--- src/rtl/and_arbiter.sv ---
// and_arbiter: four requesters share one WIDTH-bit bitwise-AND datapath.
// Requesters are served round-robin, searching upward from the last grant.
// The winner's operands are captured in its grant cycle. The AND result is
// presented one cycle later with a valid/ready handshake. A new grant may be
// issued in the same cycle that the held result is accepted, which sustains
// one result per cycle.
//
// Optional feature: define AND_ARB_CNT_EN to add the 16-bit op_count output.
// op_count counts issued grants and wraps from 0xFFFF to 0x0000.
module and_arbiter #(
    parameter int WIDTH = 8
) (
    input  logic                 clk,
    input  logic                 rst,
    input  logic [3:0]           req,
    input  logic [4*WIDTH-1:0]   a_in,
    input  logic [4*WIDTH-1:0]   b_in,
    output logic [3:0]           gnt,
    output logic [WIDTH-1:0]     out,
    output logic                 out_valid,
    output logic [1:0]           out_id,
    input  logic                 out_ready
`ifdef AND_ARB_CNT_EN
    ,
    output logic [15:0]          op_count
`endif
);

    typedef enum logic {
        ST_IDLE = 1'b0,
        ST_HOLD = 1'b1
    } state_t;

    state_t             state_q;
    state_t             state_d;
    logic [1:0]         last_q;
    logic [1:0]         last_d;
    logic [WIDTH-1:0]   out_q;
    logic [WIDTH-1:0]   out_d;
    logic [1:0]         id_q;
    logic [1:0]         id_d;

    logic               grant_ok_s;
    logic               any_req_s;
    logic               fire_s;
    logic [1:0]         win_s;
    logic [3:0]         gnt_s;
    logic [WIDTH-1:0]   a_sel_s;
    logic [WIDTH-1:0]   b_sel_s;

    // Round-robin pick: first active request after 'last', wrapping around.
    // The final probe (offset 4) revisits 'last' itself, so a requester that
    // keeps its request high after a grant wins only when no one else asks.
    function automatic logic [1:0] rr_pick(input logic [3:0] r, input logic [1:0] last);
        logic [1:0] idx;
        logic [1:0] pick;
        logic       found;
        pick  = 2'd0;
        found = 1'b0;
        for (int k = 1; k <= 4; k++) begin
            idx = last + k[1:0];
            if (!found && r[idx]) begin
                pick  = idx;
                found = 1'b1;
            end else begin
                pick  = pick;
            end
        end
        return pick;
    endfunction

    // Arbitration: decide whether a grant may be issued this cycle and to whom.
    always_comb begin
        grant_ok_s = (state_q == ST_IDLE) || out_ready;
        any_req_s  = |req;
        win_s      = rr_pick(req, last_q);
        gnt_s      = 4'b0000;
        if (grant_ok_s && any_req_s) begin
            gnt_s = 4'b0001 << win_s;
        end else begin
            gnt_s = 4'b0000;
        end
        fire_s = |gnt_s;
    end

    // Grant output: forced low during reset so no capture is ever advertised.
    always_comb begin
        gnt = 4'b0000;
        if (rst) begin
            gnt = 4'b0000;
        end else begin
            gnt = gnt_s;
        end
    end

    // Operand select: route the winner's A and B slices to the AND datapath.
    always_comb begin
        a_sel_s = a_in[win_s*WIDTH +: WIDTH];
        b_sel_s = b_in[win_s*WIDTH +: WIDTH];
    end

    // Next-state logic for the IDLE/HOLD controller and the result registers.
    always_comb begin
        state_d = state_q;
        last_d  = last_q;
        out_d   = out_q;
        id_d    = id_q;
        case (state_q)
            ST_IDLE: begin
                // out_ready has no meaning without a held result.
                if (fire_s) begin
                    state_d = ST_HOLD;
                end else begin
                    state_d = ST_IDLE;
                end
            end
            ST_HOLD: begin
                // A grant in the transfer cycle refills the slot immediately.
                if (fire_s) begin
                    state_d = ST_HOLD;
                end else if (out_ready) begin
                    state_d = ST_IDLE;
                end else begin
                    state_d = ST_HOLD;
                end
            end
            default: begin
                state_d = ST_IDLE;
            end
        endcase
        if (fire_s) begin
            out_d  = a_sel_s & b_sel_s;
            id_d   = win_s;
            last_d = win_s;
        end else begin
            out_d  = out_q;
            id_d   = id_q;
            last_d = last_q;
        end
    end

    // State and result registers. Reset drops any held result, and last_grant = 3
    // makes requester 0 the first one searched after reset.
    always_ff @(posedge clk or posedge rst) begin
        if (rst) begin
            state_q <= ST_IDLE;
            last_q  <= 2'd3;
            out_q   <= {WIDTH{1'b0}};
            id_q    <= 2'd0;
        end else begin
            state_q <= state_d;
            last_q  <= last_d;
            out_q   <= out_d;
            id_q    <= id_d;
        end
    end

    // Result outputs come straight from registers.
    always_comb begin
        out       = out_q;
        out_id    = id_q;
        out_valid = (state_q == ST_HOLD);
    end

`ifdef AND_ARB_CNT_EN
    logic [15:0] cnt_q;
    logic [15:0] cnt_d;

    // Grant counter next value: one per issued grant, natural 16-bit wrap.
    always_comb begin
        cnt_d = cnt_q;
        if (fire_s) begin
            cnt_d = cnt_q + 16'd1;
        end else begin
            cnt_d = cnt_q;
        end
    end

    // Grant counter register.
    always_ff @(posedge clk or posedge rst) begin
        if (rst) begin
            cnt_q <= 16'd0;
        end else begin
            cnt_q <= cnt_d;
        end
    end

    // Counter output.
    always_comb begin
        op_count = cnt_q;
    end
`endif

endmodule

--- config.mk ---
export PLATFORM = sky130hd
export DESIGN_NAME = and_arbiter
export DESIGN_NICKNAME = d
export VERILOG_FILES = /design/src/rtl/and_arbiter.sv
export SDC_FILE = /design/constraint.sdc
export NUM_CORES = 1
export LEC_CHECK = 0
export BUFFER_PORTS_ARGS = -buffer_cell sky130_fd_sc_hd__clkbuf_2
export CORE_ASPECT_RATIO = 2
export CORE_MARGIN = 5
export CORE_UTILIZATION = 30
export CTS_CLUSTER_DIAMETER = 60
export DETAILED_ROUTE_END_ITERATION = 6
export GPL_ROUTABILITY_DRIVEN = 0
export GPL_TIMING_DRIVEN = 0
export PLACE_DENSITY = 0.7
export SLEW_MARGIN = 0
export SYNTH_ARGS = -nofsm -noshare
export SYNTH_HDL_FRONTEND = slang
export SYNTH_SLANG_ARGS = --single-unit
export TNS_END_PERCENT = 20
--- constraint.sdc ---
create_clock -name clk -period 1.7 [get_ports clk]
set_clock_uncertainty 0.1 [all_clocks]
set_input_delay 0.34 -clock clk [delete_from_list [all_inputs] [get_ports clk]]
set_output_delay 0.34 -clock clk [all_outputs]
set_load 0.02 [all_outputs]
==> results of run 1 <==
-- logic make-up after synthesis --
group                  count (synthesis)  share of synthesized area [%]
muxes                                  1                          1.070
buffers and inverters                  9                          6.016
and+or+nand+nor                       43                          19.65
DFF                                   13                          35.03
AOI/OAI and AO/OA                     52                          38.24
-- power by group --
part,switching (mW),internal (mW),leakage (nW)
Combinational,0.446,0.394,0.695
Sequential,0.0367,0.381,0.158
Clock,0.114,0.166,0.0228
Total,0.597,0.940,0.876
-- state kept, by name (all words and copies together), names as in the netlist --
register and count:
out 8, last_q 2, out_id 2, out_valid 1
-- worst max path at each step --
stage | startpoint | to | slack [ns] | cells after the start
2_1_floorplan | last_q[1] | gnt[2] | -0.30 | 6
3_3_place_gp | req[1] | gnt[2] | -0.55 | 7
3_5_place_dp | req[1] | gnt[2] | -0.55 | 7
4_1_cts | last_q[1] | gnt[2] | -0.51 | 5
5_1_grt | last_q[1] | gnt[0] | -0.56 | 6
6_report | last_q[1] | gnt[2] | -0.48 | 5
-- layout by cell type, fill, tap and decap left out --
cell / n
sky130_fd_sc_hd__clkbuf_2: 81
sky130_fd_sc_hd__dfstp_2: 2
sky130_fd_sc_hd__inv_2: 1
sky130_fd_sc_hd__clkbuf_1: 1
sky130_fd_sc_hd__a21oi_4: 1
sky130_fd_sc_hd__a21boi_1: 1
sky130_fd_sc_hd__nor4_4: 3
sky130_fd_sc_hd__and2_4: 1
sky130_fd_sc_hd__a31oi_1: 15
sky130_fd_sc_hd__clkbuf_8: 3
sky130_fd_sc_hd__o221ai_4: 1
sky130_fd_sc_hd__o21ai_0: 2
sky130_fd_sc_hd__inv_1: 2
sky130_fd_sc_hd__buf_8: 2
sky130_fd_sc_hd__nand2_1: 29
sky130_fd_sc_hd__nor2b_1: 2
sky130_fd_sc_hd__o221ai_1: 8
sky130_fd_sc_hd__nor4_2: 2
sky130_fd_sc_hd__nand2_2: 2
sky130_fd_sc_hd__buf_4: 20
sky130_fd_sc_hd__nor2_1: 1
sky130_fd_sc_hd__buf_2: 1
sky130_fd_sc_hd__o21ai_4: 1
sky130_fd_sc_hd__a31oi_4: 1
sky130_fd_sc_hd__o221a_2: 1
sky130_fd_sc_hd__a31oi_2: 1
sky130_fd_sc_hd__mux2i_4: 1
sky130_fd_sc_hd__a21o_2: 1
sky130_fd_sc_hd__buf_6: 5
sky130_fd_sc_hd__o21a_1: 2
sky130_fd_sc_hd__dfrtp_1: 11
sky130_fd_sc_hd__a21oi_1: 17
sky130_fd_sc_hd__nand2_4: 3
-- per-stage QoR --
stage,instance area (um^2),setup TNS [ns]
2_1_floorplan,1010,-1.405
3_3_place_gp,1473,-6.548
3_5_place_dp,1473,-6.496
4_1_cts,1724,-3.752
5_1_grt,1754,-5.017
6_report,1754,-3.805
-- timing repair --
item / 4_1_cts / 5_1_grt
buffers inserted: 17 / 1
setup endpoints to repair: 16 / 16
pin swaps: 6 / 13
hold buffers: 0 / 0
endpoints found under the hold margin: 0 / 0
resized for setup: 19 / 10
-- area by class of cell --
class	instances	area share [%]
Sequential cell	13	18.69
Inverter	3	0.6419
Tap cell	30	2.140
Buffer	6	3.495
Timing Repair Buffer	103	33.38
Clock buffer	4	2.568
Multi-Input combinational cell	96	39.09
-- layer usage --
layer	vias up	share of wire [%]	track usage, %
met2	50	59	35.37
met1	626	34	18.37
li1	661	-	-
met3	8	4.8	1.836
met5	-	0	0
met4	0	3.0	9.308
==> run metrics, run 1 <==
outcome finished, violations left; violations in the final reports setup timing; Detail Placement HPWL 3196 um; number of remaining DRC errors 0; number of nets with antenna violations after routing 0; total buffers and inverters traversed by the critical path 2; biggest area contributors in the synthesized netlist sky130_fd_sc_hd__dfrtp_1 29%, sky130_fd_sc_hd__nand2_1 13%, sky130_fd_sc_hd__a31oi_1 11%; Final Hold Vio Count 0; post-synth design cell area 935.9 um^2; count of inserted antenna diode cells 0; Peak VDD IR 0.4815 mV; number of setup violations in the final report 14; initial antenna violation count 0; clock root buffer master sky130_fd_sc_hd__clkbuf_8; mean area per synthesized cell 7.931 um^2; crit path time final 2.177 ns; Chip Height 88.99 um; ys async rst share 100.0%; clk sink count 13; number of different library cells in the post-synthesis netlist 23; highest clock frequency the design can meet 459.3 MHz; number of global-route vias before repair 1462; highest net fanout along the worst path 6; multi-input combinational cell area 685.7 um^2; slew margin rel. 63.91%; largest stage delay on the critical path 0.52 ns; count of cells along the worst register-to-register path 12; Clock Pin Slew Worst Setup and Hold Paths 0.06 ns; Total Die Area 0.004405 mm^2; Data arrival, critical path 1.74 ns; Largest delay share family, worst path flip-flops; most frequent cell after synthesis sky130_fd_sc_hd__nand2_1; Final WS setup -0.4773 ns; PD cells 876.2 mW/mm^2; placement row count 28; total of fill cells in the finished design 282; Avg Vias per Cell 5.275; CTS tree yes; Static Leak 0.8758 nW; reg-to-reg endpoint out[3]; Ports 86; global-route usage over all layers 18.10%; Clk Latency, worst-skew pair 0.24 ns; Syn-to-layout area delta 87.43%; Mapped Cells 118; worst hold slack after final layout 0.1535 ns; DRC marker count from the first detailed-route iteration 10; share of Yosys cell area claimed by the top area cell type 29.41%; number of warning messages in the yosys log 0; Net count, final 297; EDFF count, synth 0; Setup Slack @ Placement -0.5458 ns; required time reported for the critical path endpoint 1.26 ns; leading area contributor after synthesis sky130_fd_sc_hd__dfrtp_1; top flip-flop cell by instance count after synthesis sky130_fd_sc_hd__dfrtp_1; routed via count 1345; flops & latches, synth 13; Core Area 0.002978 mm^2; Setup crit start kind flop; footprint of the flip-flops and latches 327.8 um^2; final core utilization 58.91%; DRT Wirelength 4147 um; endpoint class of the critical path primary output; GRT Residual Overflow 0; port buffer count 85; global-route wire length before repair 6244 um; largest net degree at the start of global routing 14; Die Width 49.50 um; starting density of the core 31.43%; post-layout total power 1.537 mW; # placed instances 233; number of H-tree levels 1; TritonCTS Buffers 3; Crit Path Class flop to primary output; critical register-to-register path startpoint last_q[1]; synthesized net count 189; number of detailed-route iterations in the first pass 4; share of final-layout standard cells stronger than drive strength 1 59.56%; final cell count without fillers 255; max-cap violation count 0; post-detailed-route wirelength per cell 16.26 um; Cell Chain, Critical Path buf_6, mux2i_4, o221ai_4, nor4_4, buf_4; number of pins with negative max-slew slack in the final report 0; kind of path behind the tightest hold check input pin to asynchronous set/reset pin; flop2flop setup slack -0.38 ns; Critical-path top delay cell sky130_fd_sc_hd__dfstp_2; share of the yosys chip area belonging to registers 35.03%; commonest cells in the netlist 33 x sky130_fd_sc_hd__nand2_1, 18 x sky130_fd_sc_hd__a21oi_1, 16 x sky130_fd_sc_hd__a31oi_1, 11 x sky130_fd_sc_hd__dfrtp_1, 9 x sky130_fd_sc_hd__o221ai_1; final period utilization 128.1%; Slew @ Worst Pin 0.5407 ns; maximum count of clock buffers along a single path 2; unrepaired setup endpoints after global routing yes
Note: power is estimated with default switching activity, not from simulation.
==> run 2, diff against run 1 <==
==> constraint.sdc (replaced) <==
create_clock -name clk -period 1.82 [get_ports clk]
set_clock_uncertainty 0.1 [all_clocks]
set_input_delay 0.364 -clock clk [delete_from_list [all_inputs] [get_ports clk]]
set_output_delay 0.364 -clock clk [all_outputs]
set_load 0.01 [all_outputs]
==> run 2 against run 1 <==
  * The run still ends with setup timing left
  * Critical path depth grew 3
  * Combinational power shrank 16%
  * Sequential share of layout area grew 0.27 points
  * Final area shrank 1.4%
  * First-iteration DRC count grew to 3.1 times the previous value
  * Utilization shrank 0.84 points
  * Die area is the same
  * Non-clock buffer count shrank 5
  * Via count shrank 2.9%
  * Cell count shrank 2.0%
==> run metrics, run 2 (same netlist as run 1, synthesis figures left out) <==
outcome finished, violations left (unchanged); violations in the final reports setup timing (unchanged); Clk network pwr share 18.9% (was 18.2%); number of global-route vias before repair 1308 (was 1462); Cell Int Power 851.6 uW (was 940.3 uW); count of inserted antenna diode cells 0 (unchanged); Detail Placement HPWL 2973 um (was 3196 um); clk sink count 13 (unchanged); post-detailed-route wirelength per cell 15.31 um (was 16.26 um); number of detailed-route iterations in the first pass 4 (unchanged); number of pins with negative max-slew slack in the final report 0 (unchanged); TritonCTS Buffers 3 (unchanged); sequential cell fraction of total power 28.9% (was 27.2%); Chip Height 88.99 um (unchanged); Switch Pwr 501.1 uW (was 596.7 uW); Clk Latency, worst-skew pair 0.24 ns (about the same); unrepaired setup endpoints after global routing yes (unchanged); max-cap violation count 0 (unchanged); total buffers and inverters traversed by the critical path 4 (was 2); PD cells 782.3 mW/mm^2 (was 876.2 mW/mm^2); Cell Chain, Critical Path buf_6, nand2_4, a31oi_4, buf_6, buf_6, nand2_8, nor4_4, buf_2 (was buf_6, mux2i_4, o221ai_4, nor4_4, buf_4); met3 global-route usage 2.170% (was 1.836%); routed via count 1306 (was 1345); clock root buffer master sky130_fd_sc_hd__clkbuf_8 (unchanged); Crit path depth 8 (was 5); number of nets with antenna violations after routing 0 (unchanged); highest clock frequency the design can meet 457.0 MHz; total of fill cells in the finished design 280 (was 282); global-route wire length before repair 5789 um (was 6244 um); most frequent cells in the layout 81 x sky130_fd_sc_hd__clkbuf_2, 29 x sky130_fd_sc_hd__nand2_1, 17 x sky130_fd_sc_hd__a21oi_1 (was 81 x sky130_fd_sc_hd__clkbuf_2, 29 x sky130_fd_sc_hd__nand2_1, 20 x sky130_fd_sc_hd__buf_4); starting density of the core 31.43% (unchanged); number of H-tree levels 1 (unchanged); global-route usage over all layers 16.72% (was 18.10%); count of cells along the worst register-to-register path 10 (was 12); global route hottest layer met2 (unchanged); highest net fanout along the worst path 5 (was 6); share of final-layout standard cells stronger than drive strength 1 59.09% (was 59.56%); setup TNS -2.204 ns (was -3.805 ns); required time reported for the critical path endpoint 1.36 ns (was 1.26 ns); Die Width 49.50 um (unchanged); largest net degree at the start of global routing 14 (unchanged); Slew @ Worst Pin 0.4710 ns (was 0.5407 ns); Net count, final 292 (was 297); Static Leak 0.8513 nW (was 0.8758 nW); met1 Usage GRT 17.71% (was 18.37%); Largest delay share family, worst path buffers and inverters (was flip-flops); Syn-to-layout area delta 84.76% (was 87.43%); most common library cell in the layout ignoring fill and taps sky130_fd_sc_hd__clkbuf_2 (unchanged); port buffer count 85 (unchanged); CTS tree yes (unchanged); final period utilization 120.2%; largest stage delay on the critical path 0.52 ns (about the same); endpoint class of the critical path primary output (unchanged); Final Hold Vio Count 0 (unchanged); crit path time final 2.188 ns; Final WS setup -0.3680 ns (was -0.4773 ns); Most Frequent Cell on Critical Path sky130_fd_sc_hd__buf_6; Avg Vias per Cell 5.224 (was 5.275); Setup crit start kind flop (unchanged); worst hold slack after final layout 0.1404 ns (was 0.1535 ns); initial antenna violation count 0 (unchanged); Peak VDD IR 0.4113 mV (was 0.4815 mV); kind of path behind the tightest hold check input pin to asynchronous set/reset pin (unchanged); slew margin rel. 68.57% (was 63.91%); number of hold buffers added after cts 0 (unchanged); DRT Wirelength 3827 um (was 4147 um); DRC marker count from the first detailed-route iteration 31 (was 10); Data arrival, critical path 1.72 ns (was 1.74 ns); Core Area 0.002978 mm^2 (unchanged); Crit Path Class flop to primary output (unchanged); number of flip-flops under the largest register name 8 (unchanged); fraction of power spent switching nets 37.05% (was 38.82%); global-route met2 utilization 31.84% (was 35.37%); number of setup violations in the final report 12 (was 14); share of power burned in combinational logic 52.2% (was 54.6%); Total Die Area 0.004405 mm^2 (unchanged); Clock Pin Slew Worst Setup and Hold Paths 0.05 ns (was 0.06 ns); placement row count 28 (unchanged); Setup Slack @ Placement -0.4098 ns (was -0.5458 ns); GRT Residual Overflow 0 (unchanged); number of remaining DRC errors 0 (unchanged); maximum count of clock buffers along a single path 2 (unchanged); Critical-path top delay cell sky130_fd_sc_hd__dfstp_2 (unchanged); Ports 86 (unchanged)
## run 2: changes by cell type in the layout (fill, tap and decap cells not counted), moves of 2 or more
| cell | change |
|---|---|
| sky130_fd_sc_hd__buf_4 | -9 |
| sky130_fd_sc_hd__a31oi_4 | +2 |
| sky130_fd_sc_hd__nand2_4 | -2 |
| sky130_fd_sc_hd__buf_2 | +4 |
| sky130_fd_sc_hd__a31oi_1 | -2 |
## run 2: per-stage QoR
step	util (%)	total power [mW]	instance area, um^2	std cells
floorplan	-	0.7233	1001	118
global placement	49.16	0.9345	1464	233
detailed placement	49.16	0.9391	1464	233
CTS	55.88	1.316	1664	247
global route	58.07	1.434	1729	250
finish	58.07	1.353	1729	250
## run 2: layer usage
layer / wire length (um) / share of wire [%]
met1: 1302 / 34
met2: 2213 / 58
met3: 239 / 6.2
met4: 71 / 1.9
met5: 0 / 0
## run 2: power by group through the flow
stage | Sequential (mW) | Clock [mW] | Combinational (mW)
detailed placement | 0.398 | 0 | 0.541
global route | 0.397 | 0.269 | 0.768
finish | 0.391 | 0.256 | 0.706
CTS | 0.392 | 0.258 | 0.665
global placement | 0.398 | 0 | 0.536
floorplan | 0.416 | 0 | 0.308
## run 2: final timing paths
kind,startpoint,slack (ns),to
worst max-delay path,last_q[1],-0.37,gnt[2]
worst min-delay path,rst,0.14,out_id[0]
worst max register to register,last_q[1],-0.14,out[6]
min in group clk,out_ready,0.28,out_valid
worst min register to register,out_id[1],0.39,out_id[1]
max in group asynchronous,rst,1.14,last_q[0]
## run 2: final cells by class
class	count	area [um^2]	area share (%)
clock buffers	4	45.04	2.605
repair buffers	99	545.5	31.55
inverters	3	11.26	0.6512
multi-input cells	96	711.9	41.17
plain buffers	5	50.05	2.894
flip-flops and latches	13	327.8	18.96
well taps	30	37.54	2.171
## run 2: timing repair
item | 4_1_cts | 5_1_grt
setup endpoints to repair | 16 | 16
setup buffers | 10 | 4
pin swaps | 13 | 2
resized for setup | 15 | 13
==> run 3, diff against run 2 <==
Settings changed: SKIP_CTS_REPAIR_TIMING set to 1.
==> run 3 against run 2 <==
  * The flow still finishes with violations (setup timing)
  * Routed wire length down 1.7%
  * Hold slack better by 0.0032 ns
  * Register-to-register slack better by 0.09 ns
  * Sequential share of layout area down 0.91 points
  * Via count down 0.38%
  * Largest cell class unchanged
  * First-iteration DRC count down 52%
  * Utilization up 2.9 points
  * Sequential cell count unchanged
  * Global-route usage down 1.4 points
  * Final area up 5.1%
  * Worst setup slack worse by 0.0043 ns
==> run metrics, run 3 (same netlist as run 1, synthesis figures left out) <==
number of setup violations in the final report 8 (was 12); placement row count 28 (unchanged); Final Hold Vio Count 0 (unchanged); Crit Path Class flop to primary output (unchanged); share of power burned in combinational logic 53.7% (was 52.2%); kind of path behind the tightest hold check input pin to asynchronous set/reset pin (unchanged); crit path time final 2.192 ns (was 2.188 ns); required time reported for the critical path endpoint 1.36 ns (about the same); most common library cell in the layout ignoring fill and taps sky130_fd_sc_hd__clkbuf_2 (unchanged); clk sink count 13 (unchanged); Setup crit start kind flop (unchanged); TritonCTS Buffers 3 (unchanged); Clk network pwr share 18.2% (was 18.9%); Clk Latency, worst-skew pair 0.24 ns (about the same); Core Area 0.002978 mm^2 (unchanged); number of global-route vias before repair 1209 (was 1308); number of remaining DRC errors 0 (unchanged); Clock Pin Slew Worst Setup and Hold Paths 0.05 ns (about the same); Total Die Area 0.004405 mm^2 (unchanged); count of inserted antenna diode cells 0 (unchanged); final period utilization 120.5% (was 120.2%); maximum count of clock buffers along a single path 2 (unchanged); post-detailed-route wirelength per cell 14.93 um (was 15.31 um); Cell Chain, Critical Path buf_6, mux2i_4, o221ai_4, nor4_4, buf_2 (was buf_6, nand2_4, a31oi_4, buf_6, buf_6, nand2_8, nor4_4, buf_2); setup TNS -1.523 ns (was -2.204 ns); DRC marker count from the first detailed-route iteration 15 (was 31); number of H-tree levels 1 (unchanged); post-layout total power 1.400 mW (was 1.353 mW); violations in the final reports setup timing (unchanged); GRT Residual Overflow 0 (unchanged); Largest delay share family, worst path flip-flops (was buffers and inverters); global-route wire length before repair 5319 um (was 5789 um); sequential cell fraction of total power 28.1% (was 28.9%); most frequent cells in the layout 81 x sky130_fd_sc_hd__clkbuf_2, 29 x sky130_fd_sc_hd__nand2_1, 16 x sky130_fd_sc_hd__a21oi_1 (was 81 x sky130_fd_sc_hd__clkbuf_2, 29 x sky130_fd_sc_hd__nand2_1, 17 x sky130_fd_sc_hd__a21oi_1); global-route usage over all layers 15.35% (was 16.72%); highest net fanout along the worst path 6 (was 5); Switch Pwr 522.3 uW (was 501.1 uW); Avg Vias per Cell 5.163 (was 5.224); Detail Placement HPWL 2973 um (unchanged); flop2flop setup slack -0.05 ns (was -0.14 ns); Syn-to-layout area delta 94.12% (was 84.76%); max-cap violation count 0 (unchanged); final non-filler cell area 0.001817 mm^2 (was 0.001729 mm^2); endpoint class of the critical path primary output (unchanged); routed via count 1301 (was 1306); total buffers and inverters traversed by the critical path 2 (was 4); PD cells 770.7 mW/mm^2 (was 782.3 mW/mm^2); Die Width 49.50 um (unchanged); Ports 86 (unchanged); number of pins with negative max-slew slack in the final report 0 (unchanged); Cell Int Power 877.8 uW (was 851.6 uW); Data arrival, critical path 1.73 ns (was 1.72 ns); outcome finished, violations left (unchanged); Static Leak 0.8775 nW (was 0.8513 nW); number of nets with antenna violations after routing 0 (unchanged); initial antenna violation count 0 (unchanged); unrepaired setup endpoints after global routing yes (unchanged); Area after DPL 0.001464 mm^2 (unchanged); fraction of power spent switching nets 37.31% (was 37.05%); Critical-path top delay cell sky130_fd_sc_hd__dfstp_2 (unchanged); number of flip-flops under the largest register name 8 (unchanged); number of detailed-route iterations in the first pass 4 (unchanged); Final WS setup -0.3723 ns (was -0.3680 ns); port buffer count 85 (unchanged); total of fill cells in the finished design 267 (was 280); Slew @ Worst Pin 0.4801 ns (was 0.4710 ns); starting density of the core 31.43% (unchanged); largest net degree at the start of global routing 14 (unchanged); Peak VDD IR 0.4430 mV (was 0.4113 mV); largest stage delay on the critical path 0.52 ns (about the same); Chip Height 88.99 um (unchanged); footprint of the flip-flops and latches 327.8 um^2 (unchanged); multi-input combinational cell area 788.3 um^2 (was 711.9 um^2); clock root buffer master sky130_fd_sc_hd__clkbuf_8 (unchanged); share of final-layout standard cells stronger than drive strength 1 62.61% (was 59.09%); CTS tree yes (unchanged); highest clock frequency the design can meet 456.1 MHz (was 457.0 MHz); Net count, final 294 (was 292); DRT Wirelength 3762 um (was 3827 um); slew margin rel. 67.99% (was 68.57%)
[run 3: cell types whose count changed in the layout (fill, tap and decap cells not counted), sizes merged]
cell / change
clkbuf: +1
buf: +1
[run 3: layout make-up]
class / count / share of cell area, %
timing repair buffer: 101 / 30.65
multi-input combinational: 96 / 43.39
buffer: 5 / 2.755
sequential: 13 / 18.04
tap: 30 / 2.066
clock buffer: 4 / 2.479
inverter: 3 / 0.6198
[run 3: layer usage]
metal,global-route usage [%],part of all wire [%]
met5,0,0
met4,7.876,2.4
met3,2.337,6.5
met2,28.79,58
met1,16.15,33
[run 3: power groups by stage]
stage | combinational [mW] | clock (mW) | sequential [mW]
final | 0.752 | 0.255 | 0.394
after global routing | 0.817 | 0.269 | 0.398
after CTS | 0.542 | 0.258 | 0.393
after detailed placement | 0.541 | 0 | 0.398
after global placement | 0.536 | 0 | 0.398
after floorplan | 0.308 | 0 | 0.416
[run 3: per-stage QoR]
stage	setup slack, ns	std cells	utilization [%]	hold WS [ns]
global placement	-0.4295	233	49.16	0.3705
floorplan	-0.1143	118	-	0.1395
detailed placement	-0.4098	233	49.16	0.3777
finish	-0.3723	252	61.01	0.1436
CTS	-0.6010	237	50.67	0.1442
global route	-0.4376	252	61.01	0.2057
[run 3: path summary, 6_finish.rpt]
kind	start	to	cells past startpoint
max reg2reg	last_q[1]	out[1]	8
max	last_q[1]	gnt[2]	5
min	rst	out_id[1]	2
max in group asynchronous	rst	last_q[0]	2
min reg2reg	out_id[1]	out_id[1]	2
min in group clk	out_ready	out_valid	4
